--- src/rtl/pc_sequencer.sv ---
// pc_sequencer: fetch-stage PC register and next-PC selection for the P5 MIPS core.
// A redirect that arrives while the hazard unit stalls is buffered and replayed on release.
module pc_sequencer #(
  parameter logic [31:0] RESET_PC = 32'h0000_3000,
  parameter int unsigned CNT_W    = 32
) (
  input  logic             clk,
  input  logic             reset,
  input  logic             stall,
  input  logic             br_taken,
  input  logic [31:0]      br_target,
  input  logic             j_en,
  input  logic [31:0]      j_target,
  input  logic             jr_en,
  input  logic [31:0]      jr_target,
  output logic [31:0]      pc,
  output logic [31:0]      pc4,
  output logic [31:0]      pc8,
  output logic             fetch_valid,
  output logic             pend_valid,
  output logic             addr_err,
  output logic [CNT_W-1:0] fetch_count
);

  typedef enum logic [1:0] {
    ST_BOOT = 2'b00,
    ST_RUN  = 2'b01,
    ST_HOLD = 2'b10
  } state_t;

  localparam logic [CNT_W-1:0] CNT_ONE = {{(CNT_W-1){1'b0}}, 1'b1};

  function automatic logic [31:0] word_align(input logic [31:0] addr);
    return {addr[31:2], 2'b00};
  endfunction

  function automatic logic is_misaligned(input logic [31:0] addr);
    return |addr[1:0];
  endfunction

  state_t           state_r, state_s;
  logic [31:0]      pc_r, pc_s;
  logic [31:0]      pend_target_r, pend_target_s;
  logic [CNT_W-1:0] fetch_count_r, fetch_count_s;
  logic             addr_err_r, addr_err_s;
  logic             redir_s, accept_s, fetch_valid_s;
  logic [31:0]      raw_target_s, target_s;

  // Redirect source select: jr beats j beats branch.
  always_comb begin
    redir_s = jr_en | j_en | br_taken;
    if (jr_en) begin
      raw_target_s = jr_target;
    end else if (j_en) begin
      raw_target_s = j_target;
    end else begin
      raw_target_s = br_target;
    end
    target_s = word_align(raw_target_s);
  end

  // Next-state, next-PC and capture-enable decode.
  always_comb begin
    state_s       = state_r;
    pc_s          = pc_r;
    pend_target_s = pend_target_r;
    fetch_count_s = fetch_count_r;
    accept_s      = 1'b0;
    fetch_valid_s = 1'b0;
    case (state_r)
      ST_BOOT: begin
        // Redirects seen in the boot cycle are dropped on purpose.
        state_s = ST_RUN;
      end
      ST_RUN: begin
        accept_s = redir_s;
        if (!stall) begin
          fetch_valid_s = 1'b1;
          fetch_count_s = fetch_count_r + CNT_ONE;
          if (redir_s) begin
            pc_s = target_s;
          end else begin
            pc_s = pc_r + 32'd4;
          end
        end else if (redir_s) begin
          pend_target_s = target_s;
          state_s       = ST_HOLD;
        end else begin
          state_s = ST_RUN;
        end
      end
      ST_HOLD: begin
        accept_s = redir_s;
        if (stall) begin
          // Latest redirect wins while frozen.
          if (redir_s) begin
            pend_target_s = target_s;
          end else begin
            pend_target_s = pend_target_r;
          end
        end else begin
          fetch_valid_s = 1'b1;
          fetch_count_s = fetch_count_r + CNT_ONE;
          state_s       = ST_RUN;
          if (redir_s) begin
            pc_s = target_s;
          end else begin
            pc_s = pend_target_r;
          end
        end
      end
      default: begin
        state_s = ST_BOOT;
      end
    endcase
    addr_err_s = accept_s & is_misaligned(raw_target_s);
  end

  // State, PC, pending target, counter and error pulse registers.
  always_ff @(posedge clk) begin
    if (reset) begin
      state_r       <= ST_BOOT;
      pc_r          <= RESET_PC;
      pend_target_r <= 32'h0000_0000;
      fetch_count_r <= {CNT_W{1'b0}};
      addr_err_r    <= 1'b0;
    end else begin
      state_r       <= state_s;
      pc_r          <= pc_s;
      pend_target_r <= pend_target_s;
      fetch_count_r <= fetch_count_s;
      addr_err_r    <= addr_err_s;
    end
  end

  assign pc          = pc_r;
  assign pc4         = pc_r + 32'd4;
  assign pc8         = pc_r + 32'd8;
  assign fetch_valid = fetch_valid_s;
  assign pend_valid  = (state_r == ST_HOLD);
  assign addr_err    = addr_err_r;
  assign fetch_count = fetch_count_r;

endmodule

--- config.mk ---
export PLATFORM = sky130hd
export DESIGN_NAME = pc_sequencer
export DESIGN_NICKNAME = d
export VERILOG_FILES = /design/src/rtl/pc_sequencer.sv
export SDC_FILE = /design/constraint.sdc
export NUM_CORES = 1
export LEC_CHECK = 0
export ABC_CLOCK_PERIOD_IN_PS = 5500
export BUFFER_PORTS_ARGS = -buffer_cell sky130_fd_sc_hd__buf_4
export CORE_MARGIN = 4
export CORE_UTILIZATION = 54
export CTS_BUF_LIST = sky130_fd_sc_hd__clkbuf_16
export DETAILED_ROUTE_END_ITERATION = 10
export PLACE_DENSITY = 0.86
export SYNTH_ARGS = -nofsm -noshare
export SYNTH_HDL_FRONTEND = slang
export SYNTH_SLANG_ARGS = --single-unit
--- constraint.sdc ---
create_clock -name clk -period 5.5 [get_ports clk]
set_clock_uncertainty 0.1 [all_clocks]
set_input_delay 0.825 -clock clk [delete_from_list [all_inputs] [get_ports clk]]
set_output_delay 0.825 -clock clk [all_outputs]
set_load 0.01 [all_outputs]
Word level (Yosys, flattened, before mapping) --
Cells that the tools add are included.
Cells by class: muxes and demuxes 14, div/mod/pow operators 0, bitwise operators 4, multiply operators 0, equality and inequality tests 5, order comparisons 0, reduce and logical (&&, ||, !) cells 8, shift operators 0, add/subtract/negate cells 3
Operator list (count):
- 2-to-1 mux 32 bit | 6
- one-hot mux 32 bit (2 select lines) | 1
- adder 32 x 1 -> 32 bit, second input constant | 1
- adder 32 x 3 -> 32 bit, second input constant | 1
- adder 32 x 4 -> 32 bit, second input constant | 1
- 2-to-1 mux 2 bit | 3
- != test 2 bit, second input constant | 3
- one-hot mux 2 bit (3 select lines) | 1
- AND reduction 2 bit | 3
- OR reduction 2 bit | 2
- 2-to-1 mux 1 bit | 3
- AND reduction 3 bit | 1
- equality test 2 x 1 -> 1 bit, second input constant | 1
- equality test 2 bit, second input constant | 1
- logical NOT 2 bit | 1
- OR 1 bit | 2
- nonzero test 2 bit | 1
- bitwise AND 1 bit | 1
- inverter 1 bit | 1
Storage, ports and cells: bits in writable memories 0, output and inout port bits 131, memory bits (read-only) 0, latch bits 0, logic and storage cells 39, bits of input ports 102, memories kept 0, register bits after elaboration 99

Depth between registers and ports, before layout --
depth in word-level cells 5, gate-level depth with buffers 9, mapped depth without buffers 7

Worst setup path after synthesis --
Ideal clock, no wire load.
path type register -> output, start reg pc_r[4] (netlist: pc[4]), end out pc8[30], slack 2300 ps, stages on the path, launching flop included 8, required time 4575 ps, data arrival time 2275 ps, buffers on the path 2, cells stage by stage dfxtp_1 buf_2 nand3_1 or4_1 buf_2 or4_4 or2_1 xnor2_1
On the way: word-level cells in the longest chain between the ends 1
RTL lines:
- from (decl) | line 42 | logic [31:0] pc_r, pc_s;
- from (signal assigned) | line 129 | pc_r <= pc_s;
- adder 32 x 4 -> 32 bit | line 138 | assign pc8 = pc_r + 32'd8;
- to (decl) | line 18 | output logic [31:0] pc8,
No other way between the ends.

Worst setup path in the final report --
start reg pc_r[9] (netlist: pc[9]), end out pc8[30]
The elaborated chain is that of the path after synthesis.

==> flow_summary.ini <==
[placement]
placed_cells = 1139
dp_hpwl_um = 16000
dpl_worst_slack_ns = 2.02
gp_congestion = 0.964
portBuffers = 232
place_area_sq_mm = 0.00800

[pwr]
powerDensity_mw_per_mm2 = 240
p_int_mw = 1.37
clkPwrFrac = 0.316
p_sw_mw = 0.628
netSwitchingFraction = 0.315
leakage_nw = 3.35
total_power_mw = 1.99
max-vdd-ir-drop_mv = 0.139
pwr-share-seq = 0.422
combPwrFrac = 0.262

[grt]
antenna_found_initial = 0
grt_max_degree = 94
track_usage = 0.297
grt_pass1_wl_um = 32300
grt_pass1_vias = 6144
overflow = 0

[clock_network]
clk_pin_slew_ns = 0.07
cts_tree = yes
numCtsBuffers = 9
hold_buffers = 0
cts_setup_buffers = 0
clockBufferDepth = 2
h-tree-depth = 3
cts.sinks = 99
worstSkewPairLatency_ns = 0.34
cts-root-buf = clkbuf_16
cts.repair.resized = 0

[drt]
first_iter_violations = 706
avgViaCountPerCell = 6.07
met1Wirelength_um = 8850
dr_wl_met3_um = 2210
antenna_left = 0
highest_layer = met4
wl_per_cell_um = 18.4
drc_errors = 0
wl_um = 21200
vias = 7014
met2_wirelength_um = 9800
dr.pass1.iters = 5

[yosys]
yosysUniqueCellTypes = 61
yosys_register_bits = 99
yosysSeqAreaShare = 0.312
synthXorXnorAreaFrac = 0.114
synth_compound_area_frac = 0.206
synth-main-ff-cell = dfxtp_1
synth-simple-area-share = 0.277
syn_inst = 836
avgSynthCellArea_sq_um = 7.60
synthMuxAreaShare = 0.0163
ys_async_sr_fraction = 0
yosys_warnings = 0
yosys.area_share.adder = 0.0138
synth_top_family_by_area = simple AND/OR/NAND/NOR gates
synth-edff-count = 0
synth_fp_nets = 945
synthesis.area_sq_mm = 0.00635

[sta]
whs_ns = 0.384
fin_ws_ns = 1.62
max_freq_mhz = 258
finalSetupTns_ns = 0
rsz0062_at_grt = no
slew_violations = 0
min_period_ns = 3.88
hold_viol = 0
relSlewSlack = 0.215
period_share = 0.705
worst_pin_slew_ns = 1.17
setup_viol = 0

[setup_path]
crit_slowest_cell = or4_1
crit_arrival_ns = 2.95
end_kind = output pin
path_max_fanout = 12
slowest_delay_ns = 0.66
required_ns = 4.58
path_cells = nand4_2, or4_1, or4_4, or2_1, xnor2_1, buf_4
path_class = flip-flop to output pin
critPathLaunchType = flip-flop

[die]
dieArea_sq_mm = 0.0136
fp.dieW_um = 116
floorplan.rows = 39
start_util = 0.554
core_sq_mm = 0.0115
design.portCount = 233
die_h_um = 116

[run_status]
status = finished clean

[cells_and_area]
area_growth_pct = 30.5
final_util = 0.723
stdcell_area_sq_mm = 0.00829
drive_gt1_frac = 0.265
antenna-diode-count = 0
instances_no_fill = 1155
finalNetCount = 1116

[job]
timing.max_cap.violations = 0

[min_path]
hp-class = flip-flop to flip-flop
## metal layers
metal	vias up	global-route usage
met4	0	0.0843
met3	32	0.0523
li1	3362	-
met5	-	0
met2	348	0.470
met1	3272	0.417
## cell families after synthesis
kind of cell / count (synthesis)
and+or+nand+nor: 347
AOI/OAI and AO/OA: 198
DFF: 99
buffers and inverters: 92
xor gates and xnor gates: 83
muxes: 10
adders and majority gates: 7
## synthesized netlist by cell type, types with 4 or more instances
| cell | count | share of area |
|---|---|---|
| a211o_1 | 5 | 0.0069 |
| a211oi_1 | 13 | 0.015 |
| a21oi_1 | 49 | 0.039 |
| a221oi_1 | 4 | 0.0055 |
| a22oi_1 | 51 | 0.060 |
| a31oi_1 | 5 | 0.0049 |
| and2_1 | 6 | 0.0059 |
| and3_1 | 11 | 0.011 |
| and4_1 | 9 | 0.012 |
| buf_1 | 4 | 0.0024 |
| buf_2 | 8 | 0.0063 |
| buf_4 | 8 | 0.0095 |
| clkbuf_1 | 57 | 0.034 |
| dfxtp_1 | 99 | 0.31 |
| ha_1 | 7 | 0.014 |
| inv_1 | 15 | 0.0089 |
| mux2i_1 | 7 | 0.011 |
| nand2_1 | 61 | 0.036 |
| nand2b_1 | 4 | 0.0039 |
| nand3_1 | 31 | 0.024 |
| nand3b_1 | 11 | 0.013 |
| nand4_1 | 28 | 0.028 |
| nor2_1 | 103 | 0.061 |
| nor2b_1 | 12 | 0.012 |
| nor3_1 | 26 | 0.020 |
| nor4_1 | 22 | 0.022 |
| o21ai_0 | 35 | 0.028 |
| o22ai_1 | 5 | 0.0049 |
| o32ai_1 | 4 | 0.0055 |
| or2_2 | 5 | 0.0049 |
| or3_1 | 6 | 0.0059 |
| xnor2_1 | 51 | 0.070 |
| xor2_1 | 32 | 0.044 |
## power by group through the flow
stage / registers, mW / clock network [mW] / logic (mW)
global placement: 0.852 / 0 / 0.510
floorplan: 0.822 / 0 / 0.311
detailed placement: 0.855 / 0 / 0.518
finish: 0.842 / 0.630 / 0.521
CTS: 0.838 / 0.633 / 0.520
global route: 0.849 / 0.658 / 0.569
## area by class of cell
class	instances	area (sq um)
multi-input cells	645	4000
fillers	938	3180
flip-flops and latches	99	1980
repair buffers	237	1780
clock buffers	9	225
well taps	143	179
clock inverters	7	70.1
inverters	15	56.3
## worst max-delay path, delay by kind of cell (launching register included)
kind / cells / cell delay, ns
xor gates and xnor gates: 1 / 0.14
buffers and inverters: 1 / 0.14
DFF: 1 / 0.60
and+or+nand+nor: 4 / 1.73
## cell usage in the layout (no fill, tap or decap), types with 13 or more instances in the layout
cell type	n
buf_4	237
nor2_1	103
dfxtp_1	99
nand2_1	61
xnor2_1	51
a22oi_1	51
a21oi_1	49
o21ai_0	35
xor2_1	32
nand3_1	31
nand4_1	28
nor3_1	26
nor4_1	22
inv_1	16
a211oi_1	13
## flip-flops by register name, summed over array words and instances (netlist names)
register	flops
addr_err	1
fetch_count	32
pc	32
pend_target_r	32
state_r	2
## path summary, 6_finish.rpt
path                                   endpoint                          start  depth (start not counted)  slack (ns)
hold reg to reg   pend_target_r[0]$_SDFFE_PP0P_  pend_target_r[0]$_SDFFE_PP0P_                          1        0.38
setup / recovery                        pc8[30]             pc[9]$_SDFFE_PP0P_                          6        1.62
setup reg to reg            pc[28]$_SDFFE_PP0P_        state_r[0]$_SDFFE_PP0P_                          8        2.15
hold / removal    pend_target_r[0]$_SDFFE_PP0P_  pend_target_r[0]$_SDFFE_PP0P_                          1        0.38
(Power assumes the default switching activity.)
